$ cat src/rtl/comb_sweep_capture_pkg.sv
// rtl/comb_sweep_capture_pkg.sv - shared sweep state encodings and default parameters
package comb_sweep_capture_pkg;

    typedef enum logic [1:0] {
        ST_IDLE   = 2'd0,
        ST_SETTLE = 2'd1,
        ST_SAMPLE = 2'd2
    } sweep_state_t;

    localparam int DEF_N_IN   = 4;
    localparam int DEF_SETTLE = 2;

    // The timer enters SETTLE already holding the first cycle, hence one less than the hold time.
    function automatic logic [3:0] settle_load(input int settle);
        return 4'(settle - 1);
    endfunction

endpackage

$ cat src/rtl/comb_sweep_capture_settle_timer.sv
// rtl/comb_sweep_capture_settle_timer.sv - 4-bit down-counter timing how long each vector is held
module comb_sweep_capture_settle_timer
    import comb_sweep_capture_pkg::*;
#(
    parameter int SETTLE = DEF_SETTLE
) (
    input  logic clk,
    input  logic rst_n,
    input  logic load,
    input  logic en,
    output logic expired
);

    logic [3:0] cnt;

    always_ff @(posedge clk or negedge rst_n) begin
        if (!rst_n) begin
            cnt <= 4'd0;
        end else if (load) begin
            cnt <= settle_load(SETTLE);
        end else if (en && (cnt != 4'd0)) begin
            cnt <= cnt - 4'd1;
        end
    end

    assign expired = en && (cnt == 4'd0);

endmodule

$ cat src/rtl/comb_sweep_capture.sv
// rtl/comb_sweep_capture.sv - exhaustive input sweep of a comb block with truth-table capture
// Optional compare against EXP_TT is built only when SWEEP_CHECK_EN is defined.
module comb_sweep_capture
    import comb_sweep_capture_pkg::*;
#(
    parameter int                N_IN   = DEF_N_IN,
    parameter int                SETTLE = DEF_SETTLE,
    parameter logic [2**N_IN-1:0] EXP_TT = 16'h6996
) (
    input  logic                 clk,
    input  logic                 rst_n,
    input  logic                 start,
    input  logic                 y_in,
    output logic [N_IN-1:0]      abcd,
    output logic                 busy,
    output logic                 done,
    output logic [2**N_IN-1:0]   truth_table,
    output logic                 pass,
    output logic [N_IN:0]        mismatch_cnt
);

    localparam logic [N_IN-1:0] IDX_ONE  = N_IN'(1);
    localparam logic [N_IN-1:0] IDX_LAST = '1;

    sweep_state_t state, state_nxt;

    logic [N_IN-1:0]    idx;
    logic [2**N_IN-1:0] tt_q;
    logic               done_q;
    logic               accept, sample_en, last_vec;
    logic               timer_load, timer_en, expired;

    assign last_vec = (idx == IDX_LAST);

    always_ff @(posedge clk or negedge rst_n) begin
        if (!rst_n) begin
            state <= ST_IDLE;
        end else begin
            state <= state_nxt;
        end
    end

    always_comb begin
        state_nxt = state;
        unique case (state)
            ST_IDLE:   if (start) state_nxt = ST_SETTLE;
            ST_SETTLE: if (expired) state_nxt = ST_SAMPLE;
            ST_SAMPLE: state_nxt = last_vec ? ST_IDLE : ST_SETTLE;
            default:   state_nxt = ST_IDLE;
        endcase
    end

    always_comb begin
        busy       = (state != ST_IDLE);
        accept     = (state == ST_IDLE) && start;
        sample_en  = (state == ST_SAMPLE);
        timer_en   = (state == ST_SETTLE);
        timer_load = accept || (sample_en && !last_vec);
    end

    comb_sweep_capture_settle_timer #(
        .SETTLE (SETTLE)
    ) u_settle_timer (
        .clk     (clk),
        .rst_n   (rst_n),
        .load    (timer_load),
        .en      (timer_en),
        .expired (expired)
    );

    // idx doubles as the driven vector; it stops at the last vector so abcd never wraps.
    always_ff @(posedge clk or negedge rst_n) begin
        if (!rst_n) begin
            idx    <= '0;
            tt_q   <= '0;
            done_q <= 1'b0;
        end else begin
            done_q <= 1'b0;
            if (accept) begin
                idx  <= '0;
                tt_q <= '0;
            end else if (sample_en) begin
                tt_q[idx] <= y_in;
                if (last_vec) begin
                    done_q <= 1'b1;
                end else begin
                    idx <= idx + IDX_ONE;
                end
            end
        end
    end

    assign abcd        = idx;
    assign done        = done_q;
    assign truth_table = tt_q;

`ifdef SWEEP_CHECK_EN
    logic [N_IN:0] mm_q;
    logic [N_IN:0] mm_sum;
    logic          pass_q;

    assign mm_sum = mm_q + {{N_IN{1'b0}}, y_in ^ EXP_TT[idx]};

    always_ff @(posedge clk or negedge rst_n) begin
        if (!rst_n) begin
            mm_q   <= '0;
            pass_q <= 1'b0;
        end else if (accept) begin
            mm_q   <= '0;
            pass_q <= 1'b0;
        end else if (sample_en) begin
            mm_q <= mm_sum;
            if (last_vec) begin
                pass_q <= (mm_sum == '0);
            end
        end
    end

    assign pass         = pass_q;
    assign mismatch_cnt = mm_q;
`else
    logic unused_exp_tt;

    assign unused_exp_tt = ^EXP_TT;
    assign pass          = 1'b0;
    assign mismatch_cnt  = '0;
`endif

endmodule
$ cat config.mk
export PLATFORM = sky130hd
export DESIGN_NAME = comb_sweep_capture
export DESIGN_NICKNAME = d
export VERILOG_FILES = /design/src/rtl/comb_sweep_capture_pkg.sv /design/src/rtl/comb_sweep_capture_settle_timer.sv /design/src/rtl/comb_sweep_capture.sv
export SDC_FILE = /design/constraint.sdc
export NUM_CORES = 1
export LEC_CHECK = 0
export ABC_AREA = 1
export ABC_CLOCK_PERIOD_IN_PS = 1700
export BUFFER_PORTS_ARGS = -buffer_cell sky130_fd_sc_hd__buf_2
export CAP_MARGIN = 0
export CELL_PAD_IN_SITES_DETAIL_PLACEMENT = 2
export CELL_PAD_IN_SITES_GLOBAL_PLACEMENT = 2
export CORE_ASPECT_RATIO = 1.75
export CORE_MARGIN = 10
export CORE_UTILIZATION = 30
export DETAILED_ROUTE_END_ITERATION = 10
export HOLD_SLACK_MARGIN = 0.12
export PLACE_DENSITY_LB_ADDON = 0.1
export REMOVE_ABC_BUFFERS = 1
export SYNTH_ARGS = -nofsm -noshare
export SYNTH_HDL_FRONTEND = slang
export SYNTH_HIERARCHICAL = 1
export SYNTH_SLANG_ARGS = --single-unit
$ cat constraint.sdc
create_clock -name clk -period 1.7 [get_ports clk]
set_input_delay 0.085 -clock clk [delete_from_list [all_inputs] [get_ports clk]]
set_output_delay 0.085 -clock clk [all_outputs]
set_load 0.01 [all_outputs]
==> metrics.md, run 1 <==
| Metric | Value |
|---|---|
| Register area | `678 um^2` |
| First-pass DRT Iterations | `2` |
| Largest net degree at the start of global routing | `28` |
| Hold path start | `start` |
| Share of layout cells above drive strength 1 | `18.4%` |
| Slew headroom | `57.5%` |
| Endpoints failing setup | `0` |
| Via count | `1397` |
| Final Critical Period | `1.50 ns` |
| Clock Pin Slew Worst Setup and Hold Paths | `0.10 ns` |
| Min-delay worst type | `in2reg` |
| RR Startpoint | `state[1]$_DFFE_PN0P_` |
| Clock sinks | `27` |
| Pre-CTS setup slack | `0.136 ns` |
| Remaining Overflow, GRT | `0` |
| Total CTS buffers | `3` |
| Starting Density | `31.1%` |
| Wire length of the first global-routing pass | `8130 um` |
| Syn Area/Cell | `7.39 um^2` |
| Leakage | `1.01 nW` |
| CTS tree | `done` |
| Fmax | `666 MHz` |
| Vias in the first global route | `1628` |
| Die Area | `8590 um^2` |
| Dpl hpwl | `3980 um` |
| Max Slew Vio Count | `0` |
| Tot GR Track Use | `12.2%` |
| Max stage delay on crit path | `0.41 ns` |
| Post-Syn Area | `1560 um^2` |
| Final hold violations | `0` |
| Status | `finished clean` |
| Multi-input gate area | `684 um^2` |
| Max-capacitance violation count | `0` |
| Nets | `250` |
| Setup Skew | `0.00427 ns` |
| Worst EP arrival | `1.69 ns` |
| Syn-to-layout area delta | `13.6%` |
| Routed length per instance | `16.6 um` |
| Cell area power density | `1310 nW/um^2` |
| Flops & latches, synth | `27` |
| DRC violations left | `0` |
| Busiest grt layer | `met2` |
| CP Class | `reg2reg` |
| Clk_lat worst skew | `0.29 ns` |
| IO Pins | `32` |
| Crit path max-delay family | `simple AND/OR/NAND/NOR gates` |
| Slew @ Worst Pin | `0.637 ns` |
| H-tree Lvls | `1` |
| CP max FO | `14` |
| Critical Path Most Common Cell | `inv_1` |
| Critical Path Start | `state[1]$_DFFE_PN0P_` |
| Warnings from Yosys | `6` |
| Initial antenna violation count | `0` |
| Setup_tns | `0 ns` |
| Met3 usage | `2.33%` |
| Crit path cell chain | `inv_1 -> nand3_2 -> nand2_2 -> nand3_1 -> nand2_1 -> inv_1` |
| Fillers | `625` |
| IO Port Bufs | `25` |
| Die height | `115 um` |
| Startpoint types | `flop` |
| Wirelength, routed | `4850 um` |
| CP bufs+invs | `2` |
| Peak supply drop | `0.498 mV` |
| Final worst setup slack | `0.198 ns` |
| Max stage delay cell, worst path | `dfrtp_1` |
| Drt initial violations | `26` |
| Netlist cell types | `21` |
| Via/cell ratio | `4.77` |
| Antenna Cells | `0` |
| Register area share after synthesis | `43.3%` |
| Routed Antenna Nets | `0` |
| Met1 usage in global routing | `10.4%` |
| GPL Wtd Cong | `0.747` |
| Core ar. | `5020 um^2` |
| Setup repair after global routing missed its margin | `false` |
| Crit path required time | `1.89 ns` |
| DIE WIDTH | `74.5 um` |
| Rows | `34` |
| Met2 usage | `25.9%` |
| Post-Synthesis Cells | `211` |
| Clock buffer depth | `2` |
| Final worst-path cycle share | `88.3%` |
| Root Driver | `clkbuf_8` |
| Critical Path End Type | `flop` |
[cells in the mapped netlist]
library cell	number	area share, %
nand2_1	62	15
inv_1	34	8.2
dfrtp_1	27	43
nor2_1	20	4.8
o21ai_0	17	5.5
nand3_1	14	4.5
buf_4	8	3.9
ha_1	6	4.8
nand2_2	3	1.2
nand4_1	3	1.2
o21ai_1	3	0.96
a21oi_1	2	0.64
inv_2	2	0.48
nor2_2	2	0.80
nor2_4	2	1.4
buf_6	1	0.72
clkbuf_8	1	0.88
conb_1	1	0.24
nand3_2	1	0.64
nor3_1	1	0.32
xor2_1	1	0.56
[report_power, final]
part	total, mW	internal, mW	switching, mW	leakage, nW
Combinational	1.02	0.322	0.701	0.622
Sequential	0.909	0.780	0.129	0.358
Clock	0.396	0.165	0.230	0.0255
Total	2.33	1.27	1.06	1.01
[layout by cell type, fill, tap and decap left out, types with 4 or more instances in the layout]
cell type and instances:
nand2_2 4, dfrtp_1 25, inv_1 34, o21ai_0 17, ha_1 6, nand2_1 61
nor2_1 20, conb_1 6, buf_2 25, nand3_1 14
[registers in the layout, indices dropped and copies added (netlist names)]
signal,flops
truth_table,16
abcd,4
u_settle_timer/cnt,4
state,2
done,1
[cell families (layout without fill, tap and decap cells)]
group	Yosys count	in the layout	share of synthesized area [%]
compound gates	22	22	7.06
xor+xnor	1	1	0.562
other cells	1	6	0.241
buf+inv	46	69	14.1
flops	27	27	43.3
fa+ha+maj	6	6	4.82
simple gates	108	108	29.9
[routing by layer]
layer  vias to the layer above  wire length, um
met5                         -                0
met4                         0               71
met3                         5              196
met2                        18             3040
met1                       689             1550
li1                        685                -
[stage by stage]
stage / utilization, % / hold slack (ns) / cell area [um^2] / power, mW / cells
6_report: 35.3 / 0.314 / 1770 / 2.33 / 293
3_5_place_dp: 33.9 / 0.152 / 1700 / 1.97 / 287
2_1_floorplan: - / -0.211 / 1490 / 1.57 / 206
3_3_place_gp: 33.9 / 0.143 / 1700 / 1.90 / 287
5_1_grt: 35.3 / 0.344 / 1770 / 2.58 / 293
4_1_cts: 35.2 / 0.312 / 1770 / 2.39 / 293
[worst min-delay path, cell delays in order]
cell     delay (ns)
buf_2          0.10
nand3_2        0.19
nand3_1        0.12
nand2_1        0.08
[timing repair]
action	4_1_cts	5_1_grt
endpoints found under the hold margin	29	0
setup buffers	0	0
hold buffers	2	0
resized for setup	0	3
endpoints found under the setup margin	0	3
[final timing paths]
| check | slack, ns | endpoint | cells past startpoint |
|---|---|---|---|
| max in group asynchronous | 0.89 | abcd[1]$_DFFE_PN0P_ | 2 |
| worst min register to register | 0.51 | truth_table[7]$_DFFE_PN0P_ | 2 |
| min in group asynchronous | 0.35 | truth_table[5]$_DFFE_PN0P_ | 2 |
| worst max-delay path | 0.20 | truth_table[10]$_DFFE_PN0P_ | 6 |
| worst max register to register | 0.20 | truth_table[10]$_DFFE_PN0P_ | 6 |
| worst min-delay path | 0.31 | truth_table[7]$_DFFE_PN0P_ | 4 |
[cell type report]
class	instances	area share (%)
well taps	54	3.81
clock inverters	1	0.282
flip-flops and latches	27	38.3
clock buffers	3	2.33
inverters	36	7.63
multi-input cells	143	38.6
repair buffers	29	9.04
(Power assumes the default switching activity.)
==> run 2: changes to the inputs <==
--- a/config.mk
+++ b/config.mk
@@ -17,6 +17,7 @@
 export DETAILED_ROUTE_END_ITERATION = 10
 export HOLD_SLACK_MARGIN = 0.12
 export PLACE_DENSITY_LB_ADDON = 0.1
+export RECOVER_POWER = 50
 export REMOVE_ABC_BUFFERS = 1
 export SYNTH_ARGS = -nofsm -noshare
 export SYNTH_HDL_FRONTEND = slang
==> run 2 against run 1 <==
Against the previous run:
- register-to-register slack about the same
- core utilization down 0.32 points
- sequential share of layout area up 0.35 points
- clock skew about the same
- cell count unchanged
- critical path depth unchanged
- hold slack better by 0.0011 ns
- global-route usage unchanged
- maximum frequency about the same
- critical endpoint unchanged
==> metrics.md, run 2 (synthesized netlist as in run 1, its figures left out) <==
| Metric | Value |
|---|---|
| Clk_lat worst skew | `0.29 ns` |
| Min-delay worst type | `in2reg` |
| Critical Path End Type | `flop` |
| Post-route insts no fill | `293` |
| CTS tree | `done` |
| Final Critical Period | `1.50 ns` |
| GPL Wtd Cong | `0.747` |
| DIE WIDTH | `74.5 um` |
| DP Cell Count | `287` |
| Status | `finished clean` |
| Starting Density | `31.1%` |
| Via/cell ratio | `4.76` |
| IO Port Bufs | `25` |
| Crit path required time | `1.89 ns` |
| Core ar. | `5020 um^2` |
| Clock Pin Slew Worst Setup and Hold Paths | `0.10 ns` |
| Endpoints failing setup | `0` |
| Setup_tns | `0 ns` |
| Routed Antenna Nets | `0` |
| Setup repair after global routing missed its margin | `false` |
| IO Pins | `32` |
| Overall power | `2.32 mW` |
| CP max FO | `14` |
| Wirelength, routed | `4870 um` |
| Logic pwr share | `43.7%` |
| Max stage delay on crit path | `0.41 ns` |
| Max stage delay cell, worst path | `dfrtp_1` |
| Most frequent cells in the layout | `nand2_1 (61), inv_1 (34), dfrtp_1 (25), nor2_1 (20), o21ai_0 (17)` |
| Slew headroom | `52.6%` |
| Max-capacitance violation count | `0` |
| Tot GR Track Use | `12.2%` |
| Worst EP arrival | `1.69 ns` |
| Fin util | `35.0%` |
| Critical Path Most Common Cell | `inv_1` |
| Drt initial violations | `27` |
| Slew @ Worst Pin | `0.711 ns` |
| Final worst-path cycle share | `88.4%` |
| Antenna Cells | `0` |
| Wire length of the first global-routing pass | `8130 um` |
| Vias in the first global route | `1628` |
| Clock sinks | `27` |
| Dpl hpwl | `3980 um` |
| CP Class | `reg2reg` |
| Startpoint types | `flop` |
| Sequential power share | `39.2%` |
| Largest register FFs | `16` |
| Clock buffer depth | `2` |
| Part of the power in the clock network | `17.0%` |
| Peak supply drop | `0.498 mV` |
| Setup Skew | `0.00476 ns` |
| Post-CTS Setup Bufs | `0` |
| Routed length per instance | `16.6 um` |
| Most common cell after layout, fill and taps aside | `nand2_1` |
| Max Slew Vio Count | `0` |
| Die Area | `8590 um^2` |
| Rows | `34` |
| Sw frac | `45.7%` |
| Fmax | `665 MHz` |
| Leakage | `0.951 nW` |
| Largest net degree at the start of global routing | `28` |
| Total net switching power | `1.06 mW` |
| H-tree Lvls | `1` |
| Total CTS buffers | `3` |
| Initial antenna violation count | `0` |
| Root Driver | `clkbuf_8` |
| Syn-to-layout area delta | `12.6%` |
| Via count | `1395` |
| Cell area power density | `1320 nW/um^2` |
| Int Power | `1.26 mW` |
| Die height | `115 um` |
| Crit path cell chain | `inv_1 -> nand3_2 -> nand2_2 -> nand3_1 -> nand2_1 -> inv_1` |
| First-pass DRT Iterations | `2` |
| Share of layout cells above drive strength 1 | `13.0%` |
| Final hold violations | `0` |
| Nets | `250` |
| Remaining Overflow, GRT | `0` |
| DRC violations left | `0` |
==> run 2: cell count changes in the layout (fill, tap and decap cells not counted) <==
cell	before	now
clkbuf_2	0	1
buf_2	25	11
clkbuf_1	0	13
==> run 2: worst paths after layout <==
| path | slack, ns | cells past startpoint | end | from |
|---|---|---|---|---|
| worst max-delay path | 0.20 | 6 | truth_table[10]$_DFFE_PN0P_ | state[1]$_DFFE_PN0P_ |
| worst max register to register | 0.20 | 6 | truth_table[10]$_DFFE_PN0P_ | state[1]$_DFFE_PN0P_ |
| min in group asynchronous | 0.38 | 2 | truth_table[5]$_DFFE_PN0P_ | rst_n |
| worst min register to register | 0.52 | 2 | u_settle_timer/cnt[0]$_DFFE_PN0P_ | u_settle_timer/cnt[0]$_DFFE_PN0P_ |
| worst min-delay path | 0.32 | 4 | truth_table[7]$_DFFE_PN0P_ | start |
| max in group asynchronous | 0.82 | 2 | abcd[1]$_DFFE_PN0P_ | rst_n |
==> run 2: what timing repair did <==
item,in CTS,in global routing
resized for setup,0,3
hold endpoints to repair,29,0
hold buffers,2,0
setup endpoints to repair,0,3
==> run 2: cell type report <==
| class | count | area, um^2 |
|---|---|---|
| fill | 634 | 3260 |
| multi-input combinational | 143 | 684 |
| sequential | 27 | 678 |
| timing repair buffer | 29 | 144 |
| inverter | 36 | 135 |
| tap | 54 | 67.6 |
| clock buffer | 3 | 41.3 |
| clock inverter | 1 | 5.00 |
==> run 2: power by group through the flow <==
stage               Sequential (mW)  Clock [mW]  Combinational (mW)
global route                  0.939       0.435                1.20
CTS                           0.911       0.418                1.06
finish                        0.910       0.395                1.01
detailed placement            0.925           0                1.05
floorplan                     0.929           0               0.638
global placement              0.908           0               0.996
==> run 2: worst max-delay path: cells and delay by family, from the launching register on <==
kind	cells	cell delay, ns
flip-flops	1	0.41
AND/OR/NAND/NOR	4	0.79
buffers and inverters	2	0.19
==> run 2: per-layer routing <==
layer	GRT usage (%)	vias up	routed length (um)
met2	25.9	18	3030
met4	4.19	0	71
met1	10.4	687	1600
met3	2.33	5	171
met5	0	-	0
li1	-	685	-
==> run 2: per-stage QoR <==
stage	hold slack, ns	instance area, um^2	setup slack [ns]
2_1_floorplan	-0.211	1490	0.283
3_3_place_gp	0.143	1700	0.262
3_5_place_dp	0.152	1700	0.136
4_1_cts	0.312	1770	0.128
5_1_grt	0.344	1760	0.0378
6_report	0.316	1760	0.197
